**config.mk**
```make
export PLATFORM = sky130hd
export DESIGN_NAME = mac_4bit_seq
export DESIGN_NICKNAME = d
export VERILOG_FILES = /design/src/rtl/mac_seq_pkg.sv /design/src/rtl/mac_4bit_seq.sv
export SDC_FILE = /design/constraint.sdc
export NUM_CORES = 1
export LEC_CHECK = 0
export CAP_MARGIN = 20
export CORE_AREA = 2 2 56 58
export CTS_BUF_LIST = sky130_fd_sc_hd__clkbuf_4 sky130_fd_sc_hd__clkbuf_8
export DETAILED_ROUTE_END_ITERATION = 10
export DIE_AREA = 0 0 58 60
export PLACE_DENSITY = 0.89
export SLEW_MARGIN = 10
export SYNTH_ARGS = -nofsm -noshare
export SYNTH_HDL_FRONTEND = slang
export SYNTH_SLANG_ARGS = --single-unit
```
**constraint.sdc**
```tcl
create_clock -name MAC_ACC_CLK -period 2.85 [get_ports MAC_ACC_CLK]
set_input_delay 0.7125 -clock MAC_ACC_CLK [delete_from_list [all_inputs] [get_ports MAC_ACC_CLK]]
set_output_delay 0.7125 -clock MAC_ACC_CLK [all_outputs]
set_load 0.005 [all_outputs]
```
**src/rtl/mac_seq_pkg.sv**
```systemverilog
// mac_seq_pkg
// Shared types and constants for the MAC_4BIT job sequencer.
//   mac_seq_state_t : sequencer state encoding
//   MAC_DW          : operand / result window width of the MAC slice
//   OSEL_W          : width of the slice output-window select
//   MAC_OSEL_MAX    : highest legal output-window select
//   clamp_osel()    : limits a requested window select to the legal range
package mac_seq_pkg;

  localparam int MAC_DW = 4;
  localparam int OSEL_W = 6;
  localparam logic [OSEL_W-1:0] MAC_OSEL_MAX = OSEL_W'(16);

  typedef enum logic [2:0] {
    ST_IDLE  = 3'd0,
    ST_PAD   = 3'd1,
    ST_RUN   = 3'd2,
    ST_DRAIN = 3'd3,
    ST_HOLD  = 3'd4
  } mac_seq_state_t;

  // The slice has no window above MAC_OSEL_MAX; a larger request is pinned
  // to the top window rather than handed to the slice as an undefined select.
  function automatic logic [OSEL_W-1:0] clamp_osel(input logic [OSEL_W-1:0] sel);
    return (sel > MAC_OSEL_MAX) ? MAC_OSEL_MAX : sel;
  endfunction

endpackage

```
**src/rtl/mac_4bit_seq.sv**
```systemverilog
// mac_4bit_seq
// Job sequencer for one MAC_4BIT slice. Latches a job configuration on
// start, streams operand/coefficient pairs into the slice, controls the
// first-product clear/round, then captures the slice output window and
// offers it on a valid/ready result port.
// Ports:
//   MAC_ACC_CLK, MAC_SEQ_RST       : clock, synchronous active-high reset
//   start, cfg_*                   : job request and configuration
//   busy                           : sequencer not idle
//   s_valid/s_ready/s_oper/s_coef  : sample stream in
//   MAC_OPER_DATA, MAC_COEF_DATA   : operands to the slice
//   EFPGA_MATHB_CLK_EN             : accumulator load enable
//   MAC_ACC_CLEAR, MAC_ACC_RND     : first-product feedback control
//   MAC_ACC_SAT, MAC_OUT_SEL, MAC_TC : latched job configuration
//   MAC_OUT                        : slice result window
//   r_valid/r_ready/r_data         : result port
//
// state    | meaning
// ---------+------------------------------------------------------
// ST_IDLE  | waiting for start
// ST_PAD   | zero-length job: one load of zero operands
// ST_RUN   | accepting samples, one product per accept
// ST_DRAIN | accumulator settled, capture MAC_OUT
// ST_HOLD  | result presented until r_ready
module mac_4bit_seq
  import mac_seq_pkg::*;
#(
  parameter int LEN_W = 8
) (
  input  logic              MAC_ACC_CLK,
  input  logic              MAC_SEQ_RST,
  input  logic              start,
  input  logic [LEN_W-1:0]  cfg_len,
  input  logic [OSEL_W-1:0] cfg_out_sel,
  input  logic              cfg_sat,
  input  logic              cfg_rnd,
  input  logic              cfg_tc,
  output logic              busy,
  input  logic              s_valid,
  output logic              s_ready,
  input  logic [MAC_DW-1:0] s_oper,
  input  logic [MAC_DW-1:0] s_coef,
  output logic [MAC_DW-1:0] MAC_OPER_DATA,
  output logic [MAC_DW-1:0] MAC_COEF_DATA,
  output logic              EFPGA_MATHB_CLK_EN,
  output logic              MAC_ACC_CLEAR,
  output logic              MAC_ACC_RND,
  output logic              MAC_ACC_SAT,
  output logic [OSEL_W-1:0] MAC_OUT_SEL,
  output logic              MAC_TC,
  input  logic [MAC_DW-1:0] MAC_OUT,
  output logic              r_valid,
  input  logic              r_ready,
  output logic [MAC_DW-1:0] r_data
);

  mac_seq_state_t    state_q, state_d;
  logic [LEN_W-1:0]  cnt;
  logic              first;
  logic              job_sat, job_rnd, job_tc;
  logic [OSEL_W-1:0] job_osel;
  logic              accept;
  logic              load_en;
  logic              load_first;

  assign accept     = s_valid && (state_q == ST_RUN);
  assign load_en    = accept || (state_q == ST_PAD);
  assign load_first = load_en && first;

  always_ff @(posedge MAC_ACC_CLK) begin
    if (MAC_SEQ_RST) state_q <= ST_IDLE;
    else             state_q <= state_d;
  end

  always_comb begin
    state_d = state_q;
    unique case (state_q)
      ST_IDLE:  if (start) state_d = (cfg_len == '0) ? ST_PAD : ST_RUN;
      ST_PAD:   state_d = ST_DRAIN;
      ST_RUN:   if (accept && (cnt == LEN_W'(1))) state_d = ST_DRAIN;
      ST_DRAIN: state_d = ST_HOLD;
      ST_HOLD:  if (r_ready) state_d = ST_IDLE;
      default:  state_d = ST_IDLE;
    endcase
  end

  always_ff @(posedge MAC_ACC_CLK) begin
    if (MAC_SEQ_RST) begin
      cnt      <= '0;
      first    <= 1'b0;
      job_sat  <= 1'b0;
      job_rnd  <= 1'b0;
      job_tc   <= 1'b0;
      job_osel <= '0;
      r_data   <= '0;
    end else begin
      if ((state_q == ST_IDLE) && start) begin
        cnt      <= cfg_len;
        first    <= 1'b1;
        job_sat  <= cfg_sat;
        job_rnd  <= cfg_rnd;
        job_tc   <= cfg_tc;
        job_osel <= clamp_osel(cfg_out_sel);
      end
      if (load_en) first <= 1'b0;
      if (accept)  cnt   <= cnt - LEN_W'(1);
      if (state_q == ST_DRAIN) r_data <= MAC_OUT;
    end
  end

  assign busy    = (state_q != ST_IDLE);
  assign s_ready = (state_q == ST_RUN);
  assign r_valid = (state_q == ST_HOLD);

  // Operands reach the slice only while a sample is being streamed; PAD and
  // all idle states present zeros so a load never picks up stray data.
  assign MAC_OPER_DATA      = (state_q == ST_RUN) ? s_oper : '0;
  assign MAC_COEF_DATA      = (state_q == ST_RUN) ? s_coef : '0;
  assign EFPGA_MATHB_CLK_EN = load_en;

  // RND already replaces the feedback with the rounding constant, and the
  // slice would let CLEAR override it, so exactly one of them fires.
  assign MAC_ACC_RND   = load_first && job_rnd;
  assign MAC_ACC_CLEAR = load_first && !job_rnd;

  assign MAC_ACC_SAT = job_sat;
  assign MAC_OUT_SEL = job_osel;
  assign MAC_TC      = job_tc;

endmodule

```
==> out/metrics.yaml <==
synth:
  synth.area.top_cells: "dfxtp_1 (42%), nand2_1 (6.0%), a21oi_1 (5.9%)"
  synth_area_um2: 1200
  syn_inst: 141
  synth_adder_area_share_pct: 2.09
  synthMuxAreaShare_pct: 3.35
  yosys.area_share.simple_pct: 31.6
  synth_cell_types: 36
  synth_compound_area_share_pct: 16.2
  synthFlopType: "dfxtp_1"
  async_reset_ff_share_pct: 0
  ys_warn_count: 0
  synth-edff-count: 0
  synth-seq-cells: 25
  synth_top_family_by_area: "simple AND/OR/NAND/NOR gates"
  synth_xor_area_share_pct: 0
  synth.most_common_cell: "dfxtp_1"
  synth_top_area_share_pct: 41.8
  synth.avg_cell_area_um2: 8.48
  synth.net_count: 177
  ys_seq_area_share_pct: 41.8
  synthTopCellsByCount: "dfxtp_1 (25), nand2_1 (19), a21oi_1 (14), nor2_1 (11), and2_1 (9)"
  yosys.area.top_type: "dfxtp_1"
floorplanning:
  io_pins: 60
  die_area_um2: 3480
  initial_core_util_pct: 41.2
  placementRows: 20
  die_w_um: 58
  coreArea_um2: 2900
  die_h_um: 60
place:
  dp_cells: 229
  place.gp.congestion: 0.832
  io_buffer_count: 59
  placed_area_um2: 1830
  dp_slack_ns: -0.0801
  dpl.hpwl_mm: 2.23
power:
  power_uw: 841
  pwr_density_cell_nw_per_um2: 452
  leakagePower_uw: 0.000716
  peakVddDrop_v: 0.000419
finish:
  nFillCells: 253
  design_area_um2: 1860
  drive_gt1_share_pct: 7.46
  n_antenna_cell: 0
  finalNetCount: 238
  utilization_pct: 64.1
  fin_cells: 234
  area_delta_synth_final_pct: 55.6
timing:
  finClkSkew_ns: 0.00330
  relSlewSlack_pct: 63.4
  fmax_mhz: 365
  post-route-min-period_ns: 2.74
  fin_crit_sh_pct: 96.1
  setup_ws_ns: 0.111
  worst_slew_pin_slew_ns: 0.547
  hold_viol_final: 0
  grt_setup_unrepaired: "no"
  slew_viol_final: 0
  setup_violations: 0
drt:
  drtAntennaViolNets: 0
  firstDrtPassIters: 4
  post-route-drc-count: 0
  vias_per_cell: 5.24
  wire_per_inst_um: 12.6
  drt_iter0_markers: 36
  drt_wl_total_mm: 2.96
  vias: 1227
clock_tree:
  clkLatencyLatePin_ns: 0.31
  cts_hold_buf: 0
  cts_buffers: 3
  cts_max_level: 1
  root_buffer: "clkbuf_4"
  path_clk_slew_ns: 0.12
  cts_sinks: 25
  clock_path_buffers: 2
  cts_tree: "yes"
critical_path:
  cp_slowest_cell: "clkdlybuf4s50_1"
  critPathKind: "input port to output port"
  arrival_ns: 2.03
  reg2regPathDepth: 4
  path_max_fanout: 3
  endpoint_kind: "output port"
  required_ns: 2.14
  r2r_start: "state_q[0]$_SDFFE_PP0P_"
  start_kind: "input port"
  path_cells: "clkdlybuf4s50_1 -> nand3b_1 -> a21oi_1 -> buf_4 -> buf_4 -> nand2_1 -> nor2_1 -> dlygate4sd2_1"
  cpMostUsedCell: "buf_4"
  rrSetupSlack_ns: 1.15
  crit_start: "s_valid"
  r2r_end: "cnt[0]$_SDFFE_PP0P_"
  timing.critical_path.to: "MAC_ACC_CLEAR"
  critPathMaxStageDelay_ns: 0.47
global_routing:
  grt_max_degree: 22
  globalRouteOverflowTotal: 0
  grt_pass1_wl_mm: 4.60
  grt_pass1_vias: 1048
  antenna_found_initial: 0
  grt_use_total_pct: 17.0
hold_path:
  hp-class: "flip-flop to flip-flop"
flow_run:
  drv_cap: 0
status:
  outcome: "finished, final reports clean"
[stage by stage]
stage               TNS [ns]  hold slack [ns]
floorplan                  0            0.445
global placement     -0.0772            0.441
detailed placement    -0.122            0.449
CTS                        0            0.467
global route               0            0.483
finish                     0            0.470
[critical path, delay by kind of cell]
kind	cells	cell delay, ns
buf+inv	4	0.94
simple gates	3	0.21
compound gates	1	0.14
[routing by layer]
metal / global-route usage [%] / vias up / part of all wire [%]
met3: 4.55 / 2 / 6.6
met4: 4.32 / 0 / 0.30
met5: 0 / - / 0
met1: 21.4 / 565 / 43
met2: 29.1 / 36 / 50
li1: - / 624 / -
[cell type report]
cell class / instances / area [um2] / share of cell area, %
Multi-Input combinational cell: 104 / 646 / 34.7
Clock buffer: 4 / 30.0 / 1.61
Inverter: 3 / 11.3 / 0.605
Sequential cell: 25 / 502 / 26.9
Tap cell: 33 / 41.3 / 2.22
Timing Repair Buffer: 65 / 632 / 33.9
[cell families after synthesis]
group,Yosys count
AND/OR/NAND/NOR,68
AO/OA/AOI/OAI,30
flip-flops,25
buffers and inverters,12
multiplexers,4
adder cells (fa/ha/maj),2
[where the power goes]
part / switching, uW / leakage [uW] / internal [uW]
Sequential: 32.8 / 0.000205 / 380
Clock: 98.2 / 0.0000184 / 64.2
Combinational: 106 / 0.000493 / 159
Total: 237 / 0.000716 / 604
[state kept, by name, indices dropped and copies added, names as in the netlist]
name	cells
MAC_TC	1
cnt	8
state_q	3
r_data	4
MAC_ACC_SAT	1
first	1
job_rnd	1
MAC_OUT_SEL	6
[layout by cell type (no fill, tap or decap), types with 2 or more instances in the layout]
master / instances
nand3_1: 5
nand2_1: 19
a31oi_1: 4
buf_4: 6
nor3_1: 2
clkbuf_4: 4
nor3b_1: 2
o211ai_1: 3
nand2b_1: 2
dlygate4sd2_1: 3
nand3b_1: 3
a21oi_1: 14
nor2_1: 11
and2_1: 9
ha_1: 2
mux2i_1: 4
clkdlybuf4s50_1: 56
inv_1: 3
nor4_1: 2
a211oi_1: 2
dfxtp_1: 24
or3_1: 5
[repair_timing]
action | 4_1_cts | 5_1_grt
pin swaps | 1 | 0
resized for setup | 3 | 1
buffers inserted | 1 | 0
endpoints found under the setup margin | 2 | 8
[worst min path at each step]
stage	start	endpoint	slack [ns]	depth (start not counted)
after floorplan	job_rnd$_SDFFE_PP0P_	job_rnd$_SDFFE_PP0P_	0.45	2
after global placement	MAC_OUT_SEL[2]$_SDFFE_PP0P_	MAC_OUT_SEL[2]$_SDFFE_PP0P_	0.44	2
after detailed placement	MAC_OUT_SEL[2]$_SDFFE_PP0P_	MAC_OUT_SEL[2]$_SDFFE_PP0P_	0.45	2
after CTS	MAC_OUT_SEL[2]$_SDFFE_PP0P_	MAC_OUT_SEL[2]$_SDFFE_PP0P_	0.47	2
after global routing	MAC_OUT_SEL[2]$_SDFFE_PP0P_	MAC_OUT_SEL[2]$_SDFFE_PP0P_	0.48	2
final	MAC_OUT_SEL[2]$_SDFFE_PP0P_	MAC_OUT_SEL[2]$_SDFFE_PP0P_	0.47	2
Note: power is estimated with default switching activity, not from simulation.
